**config.mk**
```make
export PLATFORM = sky130hd
export DESIGN_NAME = sprite_draw_engine
export DESIGN_NICKNAME = d
export VERILOG_FILES = /design/src/rtl/sprite_draw_engine.sv
export SDC_FILE = /design/constraint.sdc
export NUM_CORES = 1
export LEC_CHECK = 0
export CORE_MARGIN = 5
export CORE_UTILIZATION = 35
export DETAILED_ROUTE_END_ITERATION = 16
export GPL_ROUTABILITY_DRIVEN = 0
export PLACE_DENSITY = 0.58
export SETUP_SLACK_MARGIN = 0.3
export SYNTH_ARGS = -nofsm -noshare
export SYNTH_HDL_FRONTEND = slang
export SYNTH_SLANG_ARGS = --single-unit
```
**constraint.sdc**
```tcl
create_clock -name clk_in -period 4.35 [get_ports clk_in]
set_input_delay 0.435 -clock clk_in [delete_from_list [all_inputs] [get_ports clk_in]]
set_output_delay 0.435 -clock clk_in [all_outputs]
set_load 0.02 [all_outputs]
```
**src/rtl/sprite_draw_engine.sv**
```systemverilog
// ============================================================================
// Module   : sprite_draw_engine
// Purpose  : Writer side of the CHIP-8 VRAM. Executes DRW (XOR sprite draw
//            with collision detection) and CLS for the CPU core. Sprite rows
//            are fetched from main RAM; 1bpp VRAM is read-modify-written
//            through this block's own port (the video scanner uses the other).
//            VRAM byte address = {8'b0, y[4:0], x[5:3]}, pixel x at bit x[2:0]
//            (bit 0 = leftmost pixel of the byte).
// Ports    : clk_in, rst_in (async, active-low)
//            draw_start_in / cls_start_in : 1-cycle start pulses
//            x_in, y_in, n_in, i_addr_in  : DRW operands (sampled at start)
//            mem_addr_out / mem_data_in   : main-RAM read port
//            vram_addr_out, vram_data_in, vram_data_out, vram_we_out : VRAM port
//            busy_out, done_out, collision_out : status to the CPU core
// Revision : 1.0 - initial release
// ============================================================================
`default_nettype none

module sprite_draw_engine #(
  parameter int MEM_LATENCY  = 2,
  parameter int VRAM_LATENCY = 2,
  parameter int CLIP_EDGES   = 1
) (
  input  logic        clk_in,
  input  logic        rst_in,
  input  logic        draw_start_in,
  input  logic        cls_start_in,
  input  logic [7:0]  x_in,
  input  logic [7:0]  y_in,
  input  logic [3:0]  n_in,
  input  logic [11:0] i_addr_in,
  output logic [11:0] mem_addr_out,
  input  logic [7:0]  mem_data_in,
  output logic [15:0] vram_addr_out,
  input  logic [7:0]  vram_data_in,
  output logic [7:0]  vram_data_out,
  output logic        vram_we_out,
  output logic        busy_out,
  output logic        done_out,
  output logic        collision_out
);

  localparam logic [3:0] IDLE  = 4'd0;
  localparam logic [3:0] FETCH = 4'd1;
  localparam logic [3:0] RD_L  = 4'd2;
  localparam logic [3:0] WR_L  = 4'd3;
  localparam logic [3:0] RD_R  = 4'd4;
  localparam logic [3:0] WR_R  = 4'd5;
  localparam logic [3:0] NEXT  = 4'd6;
  localparam logic [3:0] CLEAR = 4'd7;
  localparam logic [3:0] DONE  = 4'd8;

  // Last cycle of each hold window: address held LATENCY+1 cycles.
  localparam logic [7:0] MEM_LAST  = 8'(MEM_LATENCY);
  localparam logic [7:0] VRAM_LAST = 8'(VRAM_LATENCY);
  localparam logic       CLIP      = (CLIP_EDGES != 0);

  logic [3:0]  state;
  logic [7:0]  cnt;        // latency counter, doubles as CLS address
  logic [2:0]  xo;         // pixel offset within the first byte
  logic [2:0]  xb;         // first column byte
  logic [4:0]  yr;         // start row
  logic [3:0]  row;        // current sprite row
  logic [3:0]  n_rows;
  logic [11:0] i_base;
  logic [15:0] pat;        // shifted row pattern, [7:0] left byte, [15:8] right
  logic [7:0]  old;        // VRAM byte captured by the read phase
  logic        collision;

  // x_in[7:6] and y_in[7:5] are ignored: coordinates wrap on screen size.
  logic unused_bits;
  assign unused_bits = ^{x_in[7:6], y_in[7:5]};

  logic [7:0]  sprite_rev;
  logic [15:0] row_pat;
  logic [4:0]  y_tgt;
  logic [2:0]  xb_right;
  logic [4:0]  row_nxt;
  logic [5:0]  y_nxt;
  logic        last_row;
  logic        skip_right;

  always_comb begin
    // Sprite MSB is the leftmost pixel but VRAM bit 0 is leftmost.
    sprite_rev = '0;
    for (int b = 0; b < 8; b++) begin
      sprite_rev[b] = mem_data_in[7-b];
    end
    row_pat    = {8'b0, sprite_rev} << xo;
    y_tgt      = yr + {1'b0, row};
    xb_right   = xb + 3'd1;             // wraps 7 -> 0 for the non-clipping case
    row_nxt    = {1'b0, row} + 5'd1;
    y_nxt      = {1'b0, yr} + {1'b0, row_nxt};
    // ">=" lets n==0 finish straight from NEXT without any fetch.
    last_row   = (row_nxt >= {1'b0, n_rows}) || (CLIP && (y_nxt > 6'd31));
    skip_right = (xo == 3'd0) || (CLIP && (xb == 3'd7));
  end

  always_ff @(posedge clk_in or negedge rst_in) begin
    if (!rst_in) begin
      state     <= IDLE;
      cnt       <= '0;
      xo        <= '0;
      xb        <= '0;
      yr        <= '0;
      row       <= '0;
      n_rows    <= '0;
      i_base    <= '0;
      pat       <= '0;
      old       <= '0;
      collision <= 1'b0;
    end else begin
      case (state)
        IDLE: begin
          cnt <= '0;
          if (cls_start_in) begin
            collision <= 1'b0;
            state     <= CLEAR;
          end else if (draw_start_in) begin
            xo        <= x_in[2:0];
            xb        <= x_in[5:3];
            yr        <= y_in[4:0];
            row       <= '0;
            n_rows    <= n_in;
            i_base    <= i_addr_in;
            collision <= 1'b0;
            state     <= (n_in == 4'd0) ? NEXT : FETCH;
          end
        end
        FETCH: begin
          if (cnt == MEM_LAST) begin
            pat   <= row_pat;
            cnt   <= '0;
            state <= RD_L;
          end else begin
            cnt <= cnt + 8'd1;
          end
        end
        RD_L: begin
          if (cnt == VRAM_LAST) begin
            old   <= vram_data_in;
            cnt   <= '0;
            state <= WR_L;
          end else begin
            cnt <= cnt + 8'd1;
          end
        end
        WR_L: begin
          collision <= collision | (|(old & pat[7:0]));
          state     <= skip_right ? NEXT : RD_R;
        end
        RD_R: begin
          if (cnt == VRAM_LAST) begin
            old   <= vram_data_in;
            cnt   <= '0;
            state <= WR_R;
          end else begin
            cnt <= cnt + 8'd1;
          end
        end
        WR_R: begin
          collision <= collision | (|(old & pat[15:8]));
          state     <= NEXT;
        end
        NEXT: begin
          cnt <= '0;
          if (last_row) begin
            state <= DONE;
          end else begin
            row   <= row_nxt[3:0];
            state <= FETCH;
          end
        end
        CLEAR: begin
          if (cnt == 8'hFF) begin
            state <= DONE;
          end
          cnt <= cnt + 8'd1;
        end
        DONE: begin
          state <= IDLE;
        end
        default: begin
          state <= IDLE;
        end
      endcase
    end
  end

  // Outputs decode from state so an asynchronous reset clears them at once.
  always_comb begin
    mem_addr_out  = '0;
    vram_addr_out = '0;
    vram_data_out = '0;
    vram_we_out   = 1'b0;
    case (state)
      FETCH: mem_addr_out = i_base + {8'b0, row};
      RD_L:  vram_addr_out = {8'b0, y_tgt, xb};
      WR_L: begin
        vram_addr_out = {8'b0, y_tgt, xb};
        vram_data_out = old ^ pat[7:0];
        vram_we_out   = 1'b1;
      end
      RD_R:  vram_addr_out = {8'b0, y_tgt, xb_right};
      WR_R: begin
        vram_addr_out = {8'b0, y_tgt, xb_right};
        vram_data_out = old ^ pat[15:8];
        vram_we_out   = 1'b1;
      end
      CLEAR: begin
        vram_addr_out = {8'b0, cnt};
        vram_we_out   = 1'b1;
      end
      default: ;
    endcase
  end

  assign busy_out      = (state != IDLE);
  assign done_out      = (state == DONE);
  assign collision_out = collision;

endmodule

`default_nettype wire

```
==> impl_metrics.csv, run 1 <==
group,metric,value,unit
logic_synthesis,syn_area,4440,um2
drt,drtIter0Drc,146,
sta,fin_skew,0.00879,ns
logic_synthesis,ys_seq_elements,67,
setup_path,r2r_end,"row[0]$_DFFE_PN0P_",
drt,antenna_left,0,
drt,drt-pass1-iter-count,6,
cts,clkTransAtPathRegs,0.06,ns
setup_path,rr_worst_depth,8,
global_routing,antenna_found_initial,0,
setup_path,path_class,"reg2out",
cells_and_area,multi_input_area,2560,um2
floorplan,num_rows,41,
logic_synthesis,ys.flop_type,"dfrtp_1",
floorplan,dieArea,15000,um2
setup_path,critPathCaptureType,"output pin",
logic_synthesis,yosysWarningCount,0,
global_routing,grt_pass1_vias,3703,
cells_and_area,area_growth,27.3,%
placement,dp_slack,1.24,ns
cts,cts_buffer_depth,2,
floorplan,core,12500,um2
sta,setup_tns,0,ns
sta,setup_violations,0,
logic_synthesis,synthCells,452,
logic_synthesis,synth_edf_count,0,
cells_and_area,most-common-layout-cells,"clkdlybuf4s50_1, dfrtp_1, mux2_2, nand2_1, o21ai_0",
sta,hold_violations,0,
cells_and_area,n_antenna_cell,0,
sta,worst_slew_pin_slew,0.927,ns
logic_synthesis,avgSynthCellArea,9.83,um2
setup_path,r2r_slack,1.53,ns
placement,dpl-instance-area,5310,um2
run_status,status,"completed",
sta,setup_ws,0.878,ns
setup_path,crit_arrival,3.04,ns
sta,fin_crit,3.47,ns
placement,dp_hpwl,8.20,mm
sta,max_freq,0.288,GHz
power,total_power,0.00444,W
cells_and_area,num-fill-cells,1217,
cts,clock_sinks,67,
sta,whs,0.247,ns
drt,routedWlPerCell,15.6,um
cells_and_area,seqCellArea,1680,um2
cells_and_area,drive_gt1_frac,0.128,
power,peakVddDrop,0.294,mV
drt,drc,0,
drt,wirelength,10.8,mm
floorplan,die_w,123,um
cts,post_cts_buffers,0,
setup_path,critPathMaxFanout,8,
cts,cts_hold_buffers,0,
placement,io_buffers,78,
setup_path,crit_required,3.91,ns
floorplan,initial_utilization,0.355,
global_routing,grt_max_degree,41,
power,power_density,786,nW/um2
global_routing,gr-total-overflow,0,
drt,num_vias,3594,
job,max_cap_violations,0,
logic_synthesis,yosysUniqueCellTypes,60,
sta,relSlewSlack,0.382,
sta,rsz0062_at_grt,"false",
cells_and_area,finalInstanceArea,5650,um2
sta,period_share,0.798,
setup_path,r2r_start,"row[1]$_DFFE_PN0P_",
cells_and_area,fin_nets,593,
drt,via_per_inst,5.18,
global_routing,grt_pass1_wl,18.0,mm
logic_synthesis,async_flop_share,1.00,
setup_path,worst_setup_path_start_kind,"flop",
floorplan,design.portCount,92,
cts,htree_levels,3,
cells_and_area,layout_commonest_cell,"clkdlybuf4s50_1",
cts,cts_tree,"built",
sta,drv_slew,0,
logic_synthesis,ys_seq_area_frac,0.377,
cts,cts_resized,0,
cts,worstSkewPairLatency,0.33,ns
cts,cts-root-buf,"clkbuf_16",
floorplan,die_y,123,um
power,power_leakage,2.43,nW
min_path,min_path_type,"in2async",
cts,numCtsBuffers,9,
global_routing,grt_usage,0.148,
[power by group]
| part | switching [W] | total (W) | leakage (nW) | internal [W] |
|---|---|---|---|---|
| logic | 0.00114 | 0.00226 | 1.44 | 0.00112 |
| registers | 0.000436 | 0.00135 | 0.825 | 0.000914 |
| clock network | 0.000259 | 0.000833 | 0.169 | 0.000573 |
| total | 0.00184 | 0.00444 | 2.43 | 0.00261 |
[worst max path at each step]
stage,startpoint,endpoint,slack [ns]
after detailed placement,row[0]$_DFFE_PN0P_,mem_addr_out[10],1.24
after floorplan,row[1]$_DFFE_PN0P_,row[0]$_DFFE_PN0P_,1.84
after global routing,row[0]$_DFFE_PN0P_,mem_addr_out[10],0.61
after global placement,row[0]$_DFFE_PN0P_,mem_addr_out[10],1.26
after CTS,row[0]$_DFFE_PN0P_,mem_addr_out[10],0.87
final,row[0]$_DFFE_PN0P_,mem_addr_out[6],0.88
[layout make-up]
type / instances / area share
Multi-Input combinational cell: 342 / 0.452
Sequential cell: 67 / 0.297
Timing Repair Buffer: 82 / 0.143
Clock buffer: 11 / 0.0429
Tap cell: 172 / 0.0381
Clock inverter: 5 / 0.0177
Inverter: 15 / 0.00996
[synthesized netlist by cell type (3+ instances only)]
master     number  area (um2)
a211o_1         3        26.3
a211oi_1        4        30.0
a21o_1          5        37.5
a21oi_1        23         115
a22o_1          4        35.0
a22oi_1         8        60.1
and2_1          4        25.0
and3_1          3        18.8
buf_2          15        75.1
buf_4           9        67.6
clkbuf_1        9        33.8
dfrtp_1        67        1680
ha_1           22         275
inv_1          15        56.3
mux2_2         38         428
mux2i_1        23         230
nand2_1        36         135
nand2b_1        6        37.5
nand3_1        10        50.1
nand4_1         6        37.5
nor2_1         23        86.3
nor2b_1         4        25.0
o2111ai_1       3        26.3
o211ai_1       10        75.1
o21a_1          3        22.5
o21ai_0        24         120
o221ai_1        3        26.3
o311ai_0        3        26.3
o31ai_1         5        37.5
o41ai_1         3        26.3
or2_2           3        18.8
or3_1           9        56.3
xnor2_1         6        52.6
xor2_1         10        87.6
[per-layer routing]
layer | track usage | share of wire | vias to the layer above
li1 | - | - | 1777
met1 | 0.198 | 0.47 | 1714
met2 | 0.240 | 0.46 | 95
met3 | 0.0433 | 0.062 | 8
met4 | 0.0315 | 0.0086 | 0
met5 | 0 | 0 | -
[per-stage QoR]
| step | util | instances |
|---|---|---|
| after floorplan | - | 459 |
| after global placement | 0.424 | 678 |
| after detailed placement | 0.424 | 678 |
| after CTS | 0.452 | 694 |
| after global routing | 0.452 | 694 |
| final | 0.452 | 694 |
[sequential cells by signal, indices dropped and copies added, names as in the netlist]
signal	count
xb	3
pat	15
n_rows	4
old	8
i_base	12
cnt	8
state	4
row	4
xo	3
collision_out	1
yr	5
[worst max-delay path, cell delays in order (launching register included)]
cell and delay, ns:
dfrtp_1 0.47, ha_1 0.28, fa_1 0.41, a21o_1 0.17, a21oi_1 0.40, o21ai_0 0.16, a21oi_1 0.17, clkdlybuf4s50_1 0.65
[cell families after synthesis]
logic type / synth area share
AND/OR/NAND/NOR: 0.137
XOR/XNOR: 0.0315
other: 0.000844
adder cells (fa/ha/maj): 0.0710
buffers and inverters: 0.0544
flip-flops: 0.377
multiplexers: 0.148
AO/OA/AOI/OAI: 0.179
No activity file was read; power rests on OpenSTA's default activity.
==> run 2: changes to the inputs <==
--- a/config.mk
+++ b/config.mk
@@ -9,7 +9,7 @@
 export CORE_UTILIZATION = 35
 export DETAILED_ROUTE_END_ITERATION = 16
 export GPL_ROUTABILITY_DRIVEN = 0
-export PLACE_DENSITY = 0.58
+export PLACE_DENSITY = 0.6
 export SETUP_SLACK_MARGIN = 0.3
 export SYNTH_ARGS = -nofsm -noshare
 export SYNTH_HDL_FRONTEND = slang
==> constraint.sdc (replaced) <==
create_clock -name clk_in -period 3.1 [get_ports clk_in]
set_input_delay 0.31 -clock clk_in [delete_from_list [all_inputs] [get_ports clk_in]]
set_output_delay 0.31 -clock clk_in [all_outputs]
set_load 0.02 [all_outputs]
==> run 2 against run 1 <==
Sequential share of layout area shrank 0.18 points. Clock power grew 24%. Sequential cell count is the same. Critical path depth grew 1. Cell area grew 1.1%. Hold slack lost 0.16 ns. First-iteration DRC count grew 30%. Routed wire length is essentially flat. Clock-buffer cell count shrank 1. Largest power group unchanged.
==> impl_metrics.csv, run 2 (synthesis gave the netlist of run 1 again) <==
group,metric,value,unit
floorplan,num_rows,41,
drt,drt-pass1-iter-count,5,
setup_path,path_class,"reg2out",
floorplan,die_y,123,um
floorplan,die_w,123,um
power,peakVddDrop,0.427,mV
run_status,status,"completed",
cells_and_area,largest_reg_flops,15,
power,power_leakage,2.62,nW
global_routing,grt_usage,0.149,
cells_and_area,area_growth,28.6,%
setup_path,crit_arrival,2.38,ns
placement,io_buffers,78,
global_routing,grt_max_degree,37,
min_path,min_path_type,"in2async",
sta,rsz0062_at_grt,"false",
sta,hold_violations,0,
cts,cts-root-buf,"clkbuf_16",
sta,setup_tns,0,ns
cells_and_area,layout_commonest_cell,"dfrtp_1",
setup_path,cp_slowest_cell,"dfrtp_2",
setup_path,path_cells,"ha_1 -> fa_1 -> a21o_1 -> a21oi_1 -> buf_4 -> o21ai_0 -> a21oi_1 -> buf_2",
global_routing,grt_pass1_wl,17.7,mm
cells_and_area,fin_nets,602,
setup_path,crit_required,2.79,ns
global_routing,gr-total-overflow,0,
drt,antenna_left,0,
sta,drv_slew,0,
cts,numCtsBuffers,9,
floorplan,design.portCount,92,
power,p_int,0.00356,W
power,p_comb_frac,0.535,
floorplan,dieArea,15000,um2
drt,drc,0,
sta,whs,0.0845,ns
power,seqPwrFrac,0.298,
drt,drtIter0Drc,190,
global_routing,antenna_found_initial,0,
drt,routedWlPerCell,15.4,um
floorplan,core,12500,um2
sta,period_share,0.867,
cells_and_area,most-common-layout-cells,"dfrtp_1, clkdlybuf4s50_1, mux2_2, nand2_1, o21ai_0",
cts,cts_buffer_depth,2,
drt,wirelength,10.8,mm
power,total_power,0.00620,W
cts,htree_levels,3,
job,max_cap_violations,0,
setup_path,critPathCaptureType,"output pin",
global_routing,grt_pass1_vias,3616,
setup_path,worst_setup_path_start_kind,"flop",
setup_path,cpMostUsedCell,"a21oi_1",
cts,clock_sinks,67,
power,power_density,1090,nW/um2
cells_and_area,regMostFlops,"pat",
cts,clkTransAtPathRegs,0.06,ns
setup_path,r2r_slack,0.62,ns
cells_and_area,drive_gt1_frac,0.171,
sta,max_freq,0.372,GHz
cts,worstSkewPairLatency,0.33,ns
floorplan,initial_utilization,0.355,
placement,dp_hpwl,8.16,mm
cts,cts_tree,"built",
sta,worst_slew_pin_slew,0.864,ns
sta,relSlewSlack,0.424,
drt,num_vias,3609,
power,power_frac_clock,0.167,
sta,fin_crit,2.69,ns
sta,fin_skew,0.00397,ns
setup_path,slowest_delay,0.46,ns
setup_path,critPathMaxFanout,8,
power,p_sw,0.00264,W
sta,setup_violations,0,
cells_and_area,n_antenna_cell,0,
cells_and_area,top_regs,"pat: 15 flops, i_base: 12 flops",
power,p_sw_frac,0.426,
drt,via_per_inst,5.13,
## run 2: cell types whose count changed in the layout (fill, tap and decap cells not counted), moves of 2 or more
cell | previous run | this run
buf_4 | 4 | 12
clkbuf_2 | 0 | 2
clkinvlp_4 | 0 | 2
dfrtp_2 | 0 | 6
buf_2 | 1 | 4
dlygate4sd2_1 | 0 | 3
dfrtp_1 | 67 | 61
clkdlybuf4s50_1 | 77 | 59
dlymetal6s2s_1 | 0 | 9
bufinv_16 | 3 | 1
## run 2: worst max-delay path, delay by kind of cell (launching register included)
family	cells	cell delay (ns)
buf+inv	2	0.36
compound gates	4	0.56
flops	1	0.46
fa+ha+maj	2	0.67
## run 2: power groups by stage
| stage | Clock, W | Combinational, W | Sequential (W) |
|---|---|---|---|
| detailed placement | 0 | 0.00332 | 0.00187 |
| finish | 0.00103 | 0.00332 | 0.00185 |
| global placement | 0 | 0.00325 | 0.00185 |
| floorplan | 0 | 0.00246 | 0.00158 |
| global route | 0.00109 | 0.00368 | 0.00194 |
| CTS | 0.00105 | 0.00333 | 0.00186 |
## run 2: final timing paths
kind,start,endpoint,cells after the start
worst max-delay path,row[0]$_DFFE_PN0P_,mem_addr_out[6],8
worst min-delay path,rst_in,i_base[8]$_DFFE_PN0P_,1
worst max register to register,row[1]$_DFFE_PN0P_,state[0]$_DFFE_PN0P_,9
worst min register to register,n_rows[1]$_DFFE_PN0P_,n_rows[1]$_DFFE_PN0P_,1
max in group asynchronous,rst_in,state[2]$_DFFE_PN0P_,2
min in group clk_in,n_rows[1]$_DFFE_PN0P_,n_rows[1]$_DFFE_PN0P_,1
## run 2: stage by stage
step	worst slack [ns]	cell area, um2	std cells	utilization
finish	0.411	5710	703	0.456
global route	0.310	5710	703	0.456
CTS	0.0941	5690	701	0.455
detailed placement	0.186	5380	685	0.429
global placement	0.284	5380	685	0.429
floorplan	0.587	4470	459	-
## run 2: timing repair
action / in CTS / in global routing
hold buffers: 0 / 0
setup endpoints to repair: 17 / 20
gates resized for setup: 21 / 22
setup buffers: 0 / 2
pin swaps: 0 / 0
hold endpoints to repair: 0 / 0
## run 2: per-layer routing
layer | wire length (um) | vias up | track usage | share of wire
li1 | - | 1805 | - | -
met1 | 5090 | 1699 | 0.199 | 0.47
met2 | 4930 | 97 | 0.235 | 0.45
met3 | 720 | 8 | 0.0433 | 0.066
met4 | 107 | 0 | 0.0420 | 0.0099
met5 | 0 | - | 0 | 0
## run 2: cell type report
class,instances,area (um2)
Sequential cell,67,1680
Tap cell,172,215
Clock buffer,10,239
Inverter,15,56.3
Timing Repair Buffer,91,880
Clock inverter,6,63.8
Fill cell,1251,6800
Multi-Input combinational cell,342,2570
==> run 3: changes to the inputs <==
--- a/config.mk
+++ b/config.mk
@@ -6,10 +6,10 @@
 export NUM_CORES = 1
 export LEC_CHECK = 0
 export CORE_MARGIN = 5
-export CORE_UTILIZATION = 35
+export CORE_UTILIZATION = 47
 export DETAILED_ROUTE_END_ITERATION = 16
 export GPL_ROUTABILITY_DRIVEN = 0
-export PLACE_DENSITY = 0.6
+export PLACE_DENSITY_LB_ADDON = 0.08
 export SETUP_SLACK_MARGIN = 0.3
 export SYNTH_ARGS = -nofsm -noshare
 export SYNTH_HDL_FRONTEND = slang
==> run 3 against run 2 <==
Clock power down 17%. Sequential share of layout area grew 0.46 points. Register-to-register slack worse by 0.02 ns. Critical path depth did not move. Final cell count down 5.1%. Non-clock buffer count rose by 7. First-iteration DRC count down 27%. Critical path type unchanged.
==> impl_metrics.csv, run 3 (synthesis gave the netlist of run 1 again) <==
group,metric,value,unit
run_status,status,"completed",
cells_and_area,area_growth,26.6,%
setup_path,worst_setup_path_start_kind,"flop",
setup_path,path_cells,"ha_1 -> fa_1 -> a21o_1 -> a21oi_1 -> buf_4 -> o21ai_0 -> a21oi_1 -> clkbuf_2",
cts,cts_buffer_depth,2,
drt,routedWlPerCell,15.6,um
global_routing,grt_pass1_vias,3672,
cells_and_area,top_regs,"pat: 15 flops, i_base: 12 flops",
drt,drt-pass1-iter-count,5,
setup_path,slowest_delay,0.45,ns
job,max_cap_violations,0,
sta,whs,0.150,ns
sta,fin_crit,2.71,ns
sta,setup_tns,0,ns
cells_and_area,n_antenna_cell,0,
power,peakVddDrop,0.549,mV
drt,wirelength,10.4,mm
floorplan,core,9240,um2
power,power_density,1080,nW/um2
placement,dp_hpwl,7.65,mm
setup_path,crit_required,2.79,ns
sta,worst_slew_pin_slew,0.851,ns
cts,htree_levels,3,
cts,clkTransAtPathRegs,0.08,ns
floorplan,initial_utilization,0.481,
cells_and_area,most-common-layout-cells,"dfrtp_1, clkdlybuf4s50_1, mux2_2, nand2_1, o21ai_0",
power,power_leakage,2.60,nW
floorplan,die_y,107,um
setup_path,cp_slowest_cell,"dfrtp_2",
cells_and_area,fin_nets,609,
min_path,min_path_type,"in2async",
placement,dpl-instance-area,5310,um2
setup_path,rr_worst_depth,9,
setup_path,path_class,"reg2out",
cells_and_area,largest_reg_flops,15,
drt,drtIter0Drc,139,
global_routing,antenna_found_initial,0,
floorplan,num_rows,35,
sta,setup_violations,0,
global_routing,grt_max_degree,68,
cells_and_area,drive_gt1_frac,0.186,
sta,fin_skew,0.0105,ns
global_routing,gr-total-overflow,0,
sta,drv_slew,0,
drt,drc,0,
cts,numCtsBuffers,9,
cells_and_area,layout_commonest_cell,"dfrtp_1",
floorplan,design.portCount,92,
setup_path,cpMostUsedCell,"a21oi_1",
cts,cts_tree,"built",
drt,num_vias,3676,
setup_path,critPathCaptureType,"output pin",
global_routing,grt_pass1_wl,17.5,mm
sta,rsz0062_at_grt,"false",
sta,relSlewSlack,0.432,
cells_and_area,finalInstanceArea,5620,um2
setup_path,crit_arrival,2.40,ns
drt,via_per_inst,5.51,
floorplan,dieArea,11500,um2
sta,max_freq,0.369,GHz
drt,antenna_left,0,
global_routing,grt_usage,0.187,
placement,io_buffers,78,
floorplan,die_w,107,um
cts,cts-root-buf,"clkbuf_8",
cts,worstSkewPairLatency,0.35,ns
sta,period_share,0.874,
sta,hold_violations,0,
cts,clock_sinks,67,
setup_path,critPathMaxFanout,7,
cells_and_area,regMostFlops,"pat",
cts,cts_hold_buffers,0,
run 3: changes by cell type in the layout (fill, tap and decap cells not counted), sizes merged:
cell and delta:
buf +7, bufinv +1, clkbuf +3, clkdlybuf4s15 -1, clkdlybuf4s50 +1, clkinvlp -1
dlymetal6s2s -2, inv -1
run 3: through the flow:
stage | utilization | instances | power [W] | setup WS, ns
floorplan | - | 459 | 0.00404 | 0.587
global placement | 0.575 | 642 | 0.00506 | 0.315
detailed placement | 0.575 | 642 | 0.00515 | 0.270
CTS | 0.599 | 658 | 0.00600 | 0.202
global route | 0.608 | 667 | 0.00654 | 0.305
finish | 0.608 | 667 | 0.00605 | 0.392
run 3: cell type report:
| class | instances | area (um2) |
|---|---|---|
| fill | 827 | 3620 |
| multi-input combinational | 342 | 2580 |
| sequential | 67 | 1680 |
| timing repair buffer | 98 | 907 |
| tap | 129 | 161 |
| clock buffer | 11 | 151 |
| clock inverter | 5 | 85.1 |
| inverter | 15 | 56.3 |
run 3: repair_timing:
item / 4_1_cts / 5_1_grt
endpoints found under the setup margin: 20 / 24
hold endpoints to repair: 0 / 0
resized for setup: 22 / 24
buffers inserted: 0 / 9
run 3: final timing paths:
kind | start | to | slack [ns]
max | row[0]$_DFFE_PN0P_ | mem_addr_out[10] | 0.39
min | rst_in | cnt[6]$_DFFE_PN0P_ | 0.15
max reg2reg | row[1]$_DFFE_PN0P_ | row[2]$_DFFE_PN0P_ | 0.60
min reg2reg | pat[7]$_DFFE_PN0P_ | pat[7]$_DFFE_PN0P_ | 0.50
max in group asynchronous | rst_in | row[1]$_DFFE_PN0P_ | 2.34
min in group clk_in | pat[7]$_DFFE_PN0P_ | pat[7]$_DFFE_PN0P_ | 0.50
run 3: critical path, delay by kind of cell, from the launching register on:
family	cells	cell delay [ns]
compound gates	4	0.56
fa+ha+maj	2	0.68
buf+inv	2	0.35
flops	1	0.45
run 3: report_power, final:
group / internal [W] / switching, W / total (W)
clock: 0.000500 / 0.000350 / 0.000850
combinational: 0.00165 / 0.00172 / 0.00338
sequential: 0.00129 / 0.000538 / 0.00183
run 3: metal layers:
metal	global-route usage	vias up	part of all wire
met5	0	-	0
met4	0.0347	0	0.0083
met3	0.0608	9	0.061
met2	0.289	95	0.45
met1	0.257	1756	0.48
li1	-	1816	-
